## src/rtl/bus_split_seq_if.sv

```systemverilog
// Handshake bundle for bus_split_seq: word input side, G/T split and serial field output side.
// When SPLIT_PARITY_EN is defined the bundle also carries F_par and G_par.
interface bus_split_seq_if #(
  parameter int FIELD_W    = 4,
  parameter int NUM_FIELDS = 3,
  parameter int HI_W       = 8
);
  localparam int IN_W  = FIELD_W * NUM_FIELDS;
  localparam int LO_W  = IN_W - HI_W;
  localparam int IDX_W = (NUM_FIELDS > 1) ? $clog2(NUM_FIELDS) : 1;

  logic              in_valid;
  logic              in_ready;
  logic [IN_W-1:0]   K;
  logic [HI_W-1:0]   G;
  logic [LO_W-1:0]   T;
  logic              out_valid;
  logic              out_ready;
  logic [FIELD_W-1:0] F;
  logic [IDX_W-1:0]  f_idx;
  logic              f_last;
`ifdef SPLIT_PARITY_EN
  logic              F_par;
  logic              G_par;
`endif

  // Handshakes: a transfer happens on a rising edge where valid & ready are both high;
  // the producer holds valid and data stable until that edge.
  modport slave (
    input  in_valid, K, out_ready,
    output in_ready, G, T, out_valid, F, f_idx, f_last
`ifdef SPLIT_PARITY_EN
    , output F_par, G_par
`endif
  );

  modport master (
    output in_valid, K, out_ready,
    input  in_ready, G, T, out_valid, F, f_idx, f_last
`ifdef SPLIT_PARITY_EN
    , input F_par, G_par
`endif
  );
endinterface

```

## src/rtl/bus_split_seq.sv

```systemverilog
// Registered bus splitter: latches a word, presents its G/T split and streams it out field by field.
// Optional SPLIT_PARITY_EN macro adds F_par (^F) and registered G_par (^G).
module bus_split_seq #(
  parameter int FIELD_W    = 4,
  parameter int NUM_FIELDS = 3,
  parameter int HI_W       = 8,
  parameter bit MSB_FIRST  = 1'b0
) (
  input  logic            clk,
  input  logic            rst_n,
  bus_split_seq_if.slave  bus,
  output logic            state_dbg
);
  localparam int IN_W  = FIELD_W * NUM_FIELDS;
  localparam int LO_W  = IN_W - HI_W;
  localparam int IDX_W = (NUM_FIELDS > 1) ? $clog2(NUM_FIELDS) : 1;
  localparam logic [IDX_W-1:0] LAST_IDX = IDX_W'(NUM_FIELDS - 1);

  typedef enum logic {IDLE = 1'b0, SHIFT = 1'b1} state_t;

  state_t             state_q, state_d;
  logic [IDX_W-1:0]   idx_q, idx_d;
  logic [IN_W-1:0]    hold_q;
  logic [HI_W-1:0]    g_q;
  logic [LO_W-1:0]    t_q;
  logic               out_valid_c;
  logic               last_c;
  logic               in_ready_c;
  logic               accept;
  logic               beat;
  logic [IDX_W-1:0]   fld;
  logic [FIELD_W-1:0] field_c;

  always_comb begin
    out_valid_c = (state_q == SHIFT);
    last_c      = out_valid_c && (idx_q == LAST_IDX);
    in_ready_c  = (state_q == IDLE) || (last_c && bus.out_ready);
    accept      = bus.in_valid && in_ready_c;
    beat        = out_valid_c && bus.out_ready;
    state_d     = state_q;
    idx_d       = idx_q;
    case (state_q)
      IDLE: begin
        if (accept) begin
          state_d = SHIFT;
          idx_d   = '0;
        end
      end
      SHIFT: begin
        if (beat) begin
          if (last_c) begin
            // A new word accepted on the last beat keeps streaming with no bubble.
            idx_d   = '0;
            state_d = accept ? SHIFT : IDLE;
          end else begin
            idx_d = idx_q + IDX_W'(1);
          end
        end
      end
      default: begin
        state_d = IDLE;
        idx_d   = '0;
      end
    endcase
  end

  // Emit position to physical field number; MSB_FIRST walks from the top field down.
  always_comb begin
    fld     = MSB_FIRST ? (LAST_IDX - idx_q) : idx_q;
    field_c = '0;
    for (int i = 0; i < NUM_FIELDS; i++) begin
      if (fld == IDX_W'(i)) field_c = hold_q[i*FIELD_W +: FIELD_W];
    end
  end

  always_ff @(posedge clk or negedge rst_n) begin
    if (!rst_n) begin
      state_q <= IDLE;
      idx_q   <= '0;
    end else begin
      state_q <= state_d;
      idx_q   <= idx_d;
    end
  end

  always_ff @(posedge clk or negedge rst_n) begin
    if (!rst_n) begin
      hold_q <= '0;
      g_q    <= '0;
      t_q    <= '0;
    end else if (accept) begin
      hold_q <= bus.K;
      g_q    <= bus.K[IN_W-1:LO_W];
      t_q    <= bus.K[LO_W-1:0];
    end
  end

`ifdef SPLIT_PARITY_EN
  logic g_par_q;

  always_ff @(posedge clk or negedge rst_n) begin
    if (!rst_n)      g_par_q <= 1'b0;
    else if (accept) g_par_q <= ^bus.K[IN_W-1:LO_W];
  end

  assign bus.F_par = ^field_c;
  assign bus.G_par = g_par_q;
`endif

  assign bus.in_ready  = in_ready_c;
  assign bus.out_valid = out_valid_c;
  assign bus.F         = field_c;
  assign bus.f_idx     = idx_q;
  assign bus.f_last    = last_c;
  assign bus.G         = g_q;
  assign bus.T         = t_q;
  assign state_dbg     = (state_q == SHIFT);
endmodule
```

## src/flat_wrapper.sv

```systemverilog
// flat-port wrapper written by rule: the top's interface ports become plain ports
module bus_split_seq_flat 
#(
  parameter int FIELD_W    = 4,
  parameter int NUM_FIELDS = 3,
  parameter int HI_W       = 8,
  parameter bit MSB_FIRST  = 1'b0
)
  (clk, rst_n, state_dbg, bus_in_valid, bus_K, bus_out_ready, bus_in_ready, bus_G, bus_T, bus_out_valid, bus_F, bus_f_idx, bus_f_last);
  bus_split_seq_if #(.FIELD_W(FIELD_W), .NUM_FIELDS(NUM_FIELDS), .HI_W(HI_W)) bus_i ();
  input  logic clk;
  input  logic rst_n;
  output logic state_dbg;
  input wire logic [$bits(bus_i.in_valid)-1:0] bus_in_valid;
  input wire logic [$bits(bus_i.K)-1:0] bus_K;
  input wire logic [$bits(bus_i.out_ready)-1:0] bus_out_ready;
  output wire logic [$bits(bus_i.in_ready)-1:0] bus_in_ready;
  output wire logic [$bits(bus_i.G)-1:0] bus_G;
  output wire logic [$bits(bus_i.T)-1:0] bus_T;
  output wire logic [$bits(bus_i.out_valid)-1:0] bus_out_valid;
  output wire logic [$bits(bus_i.F)-1:0] bus_F;
  output wire logic [$bits(bus_i.f_idx)-1:0] bus_f_idx;
  output wire logic [$bits(bus_i.f_last)-1:0] bus_f_last;
  assign bus_i.in_valid = bus_in_valid;
  assign bus_i.K = bus_K;
  assign bus_i.out_ready = bus_out_ready;
  assign bus_in_ready = bus_i.in_ready;
  assign bus_G = bus_i.G;
  assign bus_T = bus_i.T;
  assign bus_out_valid = bus_i.out_valid;
  assign bus_F = bus_i.F;
  assign bus_f_idx = bus_i.f_idx;
  assign bus_f_last = bus_i.f_last;
  bus_split_seq #(.FIELD_W(FIELD_W), .NUM_FIELDS(NUM_FIELDS), .HI_W(HI_W), .MSB_FIRST(MSB_FIRST)) u_core (.clk(clk), .rst_n(rst_n), .bus(bus_i), .state_dbg(state_dbg));
endmodule
```

## config.mk

```make
export PLATFORM = sky130hd
export DESIGN_NAME = bus_split_seq_flat
export DESIGN_NICKNAME = d
export VERILOG_FILES = /design/src/rtl/bus_split_seq_if.sv /design/src/rtl/bus_split_seq.sv /design/src/flat_wrapper.sv
export SDC_FILE = /design/constraint.sdc
export NUM_CORES = 1
export LEC_CHECK = 0
export ABC_AREA = 1
export BUFFER_PORTS_ARGS = -buffer_cell sky130_fd_sc_hd__buf_2
export CORE_MARGIN = 5
export CORE_UTILIZATION = 43
export DETAILED_ROUTE_END_ITERATION = 6
export GPL_ROUTABILITY_DRIVEN = 0
export PLACE_DENSITY = 0.85
export RECOVER_POWER = 25
export SYNTH_ARGS = -nofsm -noshare
export SYNTH_HDL_FRONTEND = slang
export SYNTH_SLANG_ARGS = --single-unit
```

## constraint.sdc

```tcl
create_clock -name clk -period 1.3 [get_ports clk]
set_clock_uncertainty 0.05 [all_clocks]
set_input_delay 0.195 -clock clk [delete_from_list [all_inputs] [get_ports clk]]
set_output_delay 0.195 -clock clk [all_outputs]
set_load 0.05 [all_outputs]
```

==> impl_metrics.json, run 1 <==
{
  "period_minus_slack_ps": 1540,
  "holdCritStartpoint": "bus_K[3]",
  "violations": "setup timing",
  "cp-start-kind": "flip-flop",
  "grt_usage_pct": 18.3,
  "synth_nets": 104,
  "htree_levels": 1,
  "synth_cell_types": 15,
  "synth.avg_cell_area_um2": 8.29,
  "setup-tns-final_ps": -1510,
  "synth_top_area_share_pct": 51.5,
  "num_io_pins": 38,
  "fin_nets": 153,
  "drive_above_1_share_pct": 52.9,
  "num_antenna_cells": 0,
  "grt.busiest_layer": "met2",
  "ys_warn_count": 0,
  "worstReg2RegStart": "u_core.bus.f_idx[1]$_DFFE_PN0P_",
  "synthTopCellsByCount": "nand2_1 (35), nand3_1 (16), dfrtp_1 (15)",
  "n_fill_cell": 108,
  "cts.sinks": 15,
  "first_pass_iters": 4,
  "cp_max_fo": 4,
  "crit_chain": "nor2_4, nand2_1, nand3_4, buf_8",
  "required_ps": 1050,
  "place_worst_setup_slack_ps": -197,
  "start_util_pct": 46.8,
  "grt_pass1_vias": 781,
  "clkTransAtPathRegs_ps": 90,
  "yosysSeqAreaShare_pct": 51.5,
  "coreArea_um2": 1560,
  "io_buffers": 37,
  "synth_cells": 88,
  "use_met2_pct": 30.7,
  "drtIter0Drc": 10,
  "rsz0062_at_grt": "yes",
  "crit_type": "flip-flop to primary output",
  "dp_hpwl_um": 1560,
  "use_met1_pct": 20.9,
  "synthTopCellsByArea": "dfrtp_1 (51%), nand2_1 (18%), nand3_1 (11%)",
  "antenna_found_initial": 0,
  "vias": 782,
  "fmax_ghz": 0.650,
  "die_h_um": 51.2,
  "avgViaCountPerCell": 5.14,
  "hold_class": "input pin to flip-flop",
  "postRouteAntennaNets": 0,
  "tritoncts": "built",
  "critical_path_arrival_ps": 1290,
  "fin_area_um2": 1170,
  "maxSlewViolCount": 0,
  "crit_path_top_delay_cell": "dfrtp_2",
  "fin_crit_sh_pct": 118,
  "grt-ovfl-total": 0,
  "drv_cap": 0,
  "yosysMostFrequentCell": "nand2_1",
  "cts_made_buffers": 3,
  "synth.largest_area_cell": "dfrtp_1",
  "startpoint": "u_core.bus.f_idx[0]$_DFFE_PN0P_",
  "wirelength_um": 2140,
  "cp-end-kind": "primary output",
  "layout_setup_ws_ps": -239,
  "grt_max_degree": 16,
  "die_x_um": 51.2,
  "maxSlewHeadroom_pct": 75.1,
  "cts_buffer_depth": 2,
  "drc": 0,
  "ys.flop_type": "dfrtp_1",
  "status": "complete, but fails checks",
  "cts_root_buf": "clkbuf_4",
  "mappedNetlistArea_um2": 729,
  "grt_first_pass_wirelength_um": 3510,
  "worst_pin_slew_ps": 373,
  "synth-edff-count": 0,
  "dieArea_um2": 2620,
  "final_util_pct": 74.9,
  "hold_viol_final": 0,
  "syn_to_final_growth_pct": 60.0,
  "row_count": 14,
  "max_stage_delay_ps": 470,
  "gr-usage-met3_pct": 4.36,
  "placedInstanceArea_um2": 1000,
  "setup_viol": 15,
  "synth-seq-cells": 15,
  "async_flop_share_pct": 100,
  "detail_route.wl_per_cell_um": 14.1,
  "clk_latency_ps": 290
}
cell usage in the layout (no fill, tap or decap), drive strengths merged:
cell         Yosys  final
nor2             3      3
dlygate4sd3      0      1
buf              4     44
clkbuf           0      6
dfrtp           15     15
and3             1      1
inv              3      3
clkinv           0      1
nand3           17     17
nand4            2      2
o21ai            3      3
nand2           40     40
per-stage QoR:
step | hold WS, ps | instances
5_1_grt | 91.5 | 152
4_1_cts | 83.9 | 149
3_5_place_dp | 60.8 | 144
2_1_floorplan | -151 | 88
3_3_place_gp | 61.7 | 144
6_report | 80.9 | 152
path summary, 6_finish.rpt:
path | end | slack, ps | depth (start not counted)
max | bus_F[1] | -240 | 4
min | u_core.hold_q[3]$_DFFE_PN0P_ | 80 | 3
max reg2reg | u_core.bus.G[1]$_DFFE_PN0P_ | -20 | 7
min reg2reg | u_core.hold_q[3]$_DFFE_PN0P_ | 460 | 2
max in group asynchronous | u_core.bus.f_idx[0]$_DFFE_PN0P_ | 610 | 2
min in group asynchronous | u_core.bus.G[2]$_DFFE_PN0P_ | 300 | 2
layer usage:
layer	part of all wire, %	up-vias
li1	-	381
met1	38	359
met2	50	33
met3	8.0	9
met4	3.8	0
met5	0	-
worst max-delay path, delay by kind of cell (launching register included):
kind	cells	cell delay, ps
buffers and inverters	1	140
DFF	1	470
and+or+nand+nor	3	390
state kept, by name (all words and copies together) (netlist names):
register,cells
u_core.bus.G,7
u_core.bus.T,3
u_core.bus.f_idx,2
u_core.hold_q,2
u_core.bus.out_valid,1
logic make-up (layout without fill, tap and decap cells):
logic type | Yosys count | count (layout) | synth area share (%)
compound gates | 3 | 3 | 2.06
buf+inv | 7 | 55 | 6.35
simple gates | 63 | 63 | 40.1
flops | 15 | 15 | 51.5
final cells by class:
| cell class | instances | area (um^2) | share of cell area (%) |
|---|---|---|---|
| sequential | 15 | 379 | 32.5 |
| multi-input combinational | 66 | 379 | 32.5 |
| timing repair buffer | 48 | 348 | 29.8 |
| clock buffer | 3 | 22.5 | 1.93 |
| tap | 16 | 20.0 | 1.71 |
| inverter | 3 | 13.8 | 1.18 |
| clock inverter | 1 | 5.00 | 0.429 |
repair_timing:
item	4_1_cts	5_1_grt
endpoints found under the setup margin	8	11
hold buffers	1	0
setup buffers	0	3
pin swaps	1	2
hold endpoints to repair	15	0
gates resized for setup	27	4
Power of run 1 is not shown: default switching activity piles up to over one toggle a cycle in this logic, so the estimate is an artifact.
==> inputs of run 2 (changes only) <==
--- a/config.mk
+++ b/config.mk
@@ -5,10 +5,10 @@
 export SDC_FILE = /design/constraint.sdc
 export NUM_CORES = 1
 export LEC_CHECK = 0
-export ABC_AREA = 1
 export BUFFER_PORTS_ARGS = -buffer_cell sky130_fd_sc_hd__buf_2
+export CORE_ASPECT_RATIO = 1.2
 export CORE_MARGIN = 5
-export CORE_UTILIZATION = 43
+export CORE_UTILIZATION = 44
 export DETAILED_ROUTE_END_ITERATION = 6
 export GPL_ROUTABILITY_DRIVEN = 0
 export PLACE_DENSITY = 0.85
==> constraint.sdc (replaced) <==
create_clock -name clk -period 1.64 [get_ports clk]
set_clock_uncertainty 0.05 [all_clocks]
set_input_delay 0.246 -clock clk [delete_from_list [all_inputs] [get_ports clk]]
set_output_delay 0.246 -clock clk [all_outputs]
set_load 0.05 [all_outputs]
==> run 2 against run 1 <==
- global-route usage down 2.9 points
- synthesized cell count decreased by 40%
- final cell count fell by 24%
- die area grew 2.2%
- utilization is 9.1 points lower
- critical path depth unchanged
- the run now ends clean
- register-to-register slack improved by 180 ps
- non-clock buffer count decreased by 4
- largest cell class unchanged
- synthesized area up 5.0%
- final area is 7.5% lower
==> impl_metrics.json, run 2 <==
{
  "synth_cells": 53,
  "synthTopCellsByArea": "dfrtp_1 (49%), mux2_4 (20%), mux2i_1 (6.5%)",
  "max_stage_delay_ps": 470,
  "maxSlewHeadroom_pct": 47.9,
  "synth-seq-cells": 15,
  "async_flop_share_pct": 100,
  "fin_area_um2": 1080,
  "yosysSeqAreaShare_pct": 49.0,
  "cp_num_buf_inv": 2,
  "maxSlewViolCount": 0,
  "placedInstanceArea_um2": 983,
  "worst_pin_slew_ps": 781,
  "cp_max_fo": 6,
  "hold_viol_final": 0,
  "clkTransAtPathRegs_ps": 90,
  "crit_family": "flip-flops",
  "htree_levels": 1,
  "layout_commonest_cell": "buf_2",
  "cts.sinks": 15,
  "drc": 0,
  "row_count": 16,
  "synth_nets": 69,
  "cp-end-kind": "primary output",
  "layout_setup_ws_ps": 6.93,
  "wirelength_um": 1850,
  "tritoncts": "built",
  "cp_common_cell": "buf_6",
  "drtIter0Drc": 10,
  "synth.largest_area_cell": "dfrtp_1",
  "grt_pass1_vias": 645,
  "synth-edff-count": 0,
  "first_pass_iters": 4,
  "grt_first_pass_wirelength_um": 3000,
  "period_minus_slack_ps": 1630,
  "synth.avg_cell_area_um2": 14.4,
  "num_antenna_cells": 0,
  "dieArea_um2": 2680,
  "die_h_um": 55.7,
  "postRouteAntennaNets": 0,
  "coreArea_um2": 1640,
  "cp-start-kind": "flip-flop",
  "mappedNetlistArea_um2": 766,
  "cts_buffer_depth": 2,
  "fmax_ghz": 0.612,
  "clk_latency_ps": 280,
  "ys.flop_type": "dfrtp_1",
  "required_ps": 1340,
  "hold_class": "input pin to flip-flop",
  "io_buffers": 37,
  "yosysMostFrequentCell": "dfrtp_1",
  "crit_chain": "buf_6, mux2i_1, o21ai_2, buf_6",
  "syn_to_final_growth_pct": 41.0,
  "start_util_pct": 46.6,
  "synthTopCellsByCount": "dfrtp_1 (15), mux2_4 (10), mux2i_1 (5), nand2_1 (5), o21ai_0 (4)",
  "drive_above_1_share_pct": 70.4,
  "synth_top_area_share_pct": 49.0,
  "num_io_pins": 38,
  "synth_cell_types": 17,
  "setup_viol": 0,
  "rsz0062_at_grt": "yes",
  "die_x_um": 48.1,
  "grt-ovfl-total": 0,
  "whs_ps": 134,
  "status": "finished clean",
  "grt_max_degree": 16,
  "drv_cap": 0,
  "ys_warn_count": 0,
  "fin_nets": 115,
  "place_worst_setup_slack_ps": 164,
  "detail_route.wl_per_cell_um": 15.9,
  "antenna_found_initial": 0,
  "layout_common_cells": "buf_2 (30), dfrtp_1 (12), mux2_4 (10)",
  "largest_reg_flops": 7,
  "cts_root_buf": "clkbuf_4",
  "grt_usage_pct": 15.3,
  "critical_path_arrival_ps": 1340,
  "fin_crit_sh_pct": 99.6,
  "final_util_pct": 65.8,
  "crit_type": "flip-flop to primary output",
  "cts_made_buffers": 3,
  "vias": 592,
  "crit_path_top_delay_cell": "dfrtp_2",
  "avgViaCountPerCell": 5.10
}
## run 2: repair_timing
item                                   CTS  global route
buffers inserted                         1             1
gates resized for setup                 11             4
endpoints found under the hold margin   15             0
setup endpoints to repair                5             6
hold buffers                             1             0
gates cloned                             0             0
## run 2: layout make-up
class	instances	area (um^2)
tap	18	22.5
sequential	15	379
clock buffer	4	26.3
timing repair buffer	44	273
multi-input combinational	35	379
fill	136	562
## run 2: logic make-up (layout without fill, tap and decap cells)
kind of cell	after synthesis	after routing	synth area share (%)
muxes	17	17	29.1
buffers and inverters	3	48	5.07
AOI/OAI and AO/OA	7	7	7.52
and+or+nand+nor	11	11	9.32
DFF	15	15	49.0
## run 2: stage by stage
stage                     instances  setup TNS [ps]
after global placement          109               0
after CTS                       115               0
after floorplan                  53            -130
after detailed placement        109               0
final                           116               0
after global routing            116            -225
## run 2: per-layer routing
metal / vias to the layer above / track usage, % / share of wire (%) / wire length [um]
met4: 0 / 5.77 / 0.70 / 13
met2: 26 / 23.3 / 53 / 987
li1: 275 / - / - / -
met1: 289 / 20.4 / 37 / 680
met3: 2 / 3.56 / 8.9 / 164
met5: - / 0 / 0 / 0
## run 2: worst reg2reg max path, stage by stage (launching register included)
cell,delay [ps]
dfrtp_2,470
nand3b_4,190
a21boi_4,130
buf_4,180
mux2_2,340
## run 2: final timing paths
kind	start	to	slack (ps)	cells after the start
worst max-delay path	u_core.bus.f_idx[0]$_DFFE_PN0P_	bus_F[0]	7	4
worst min-delay path	bus_K[2]	u_core.bus.T[2]$_DFFE_PN0P_	130	2
worst max register to register	u_core.bus.f_idx[0]$_DFFE_PN0P_	u_core.bus.G[5]$_DFFE_PN0P_	160	4
worst min register to register	u_core.hold_q[3]$_DFFE_PN0P_	u_core.hold_q[3]$_DFFE_PN0P_	500	1
max in group asynchronous	rst_n	u_core.bus.f_idx[0]$_DFFE_PN0P_	500	2
min in group asynchronous	rst_n	u_core.bus.G[5]$_DFFE_PN0P_	500	2
Power of run 2 is left out for the same reason.
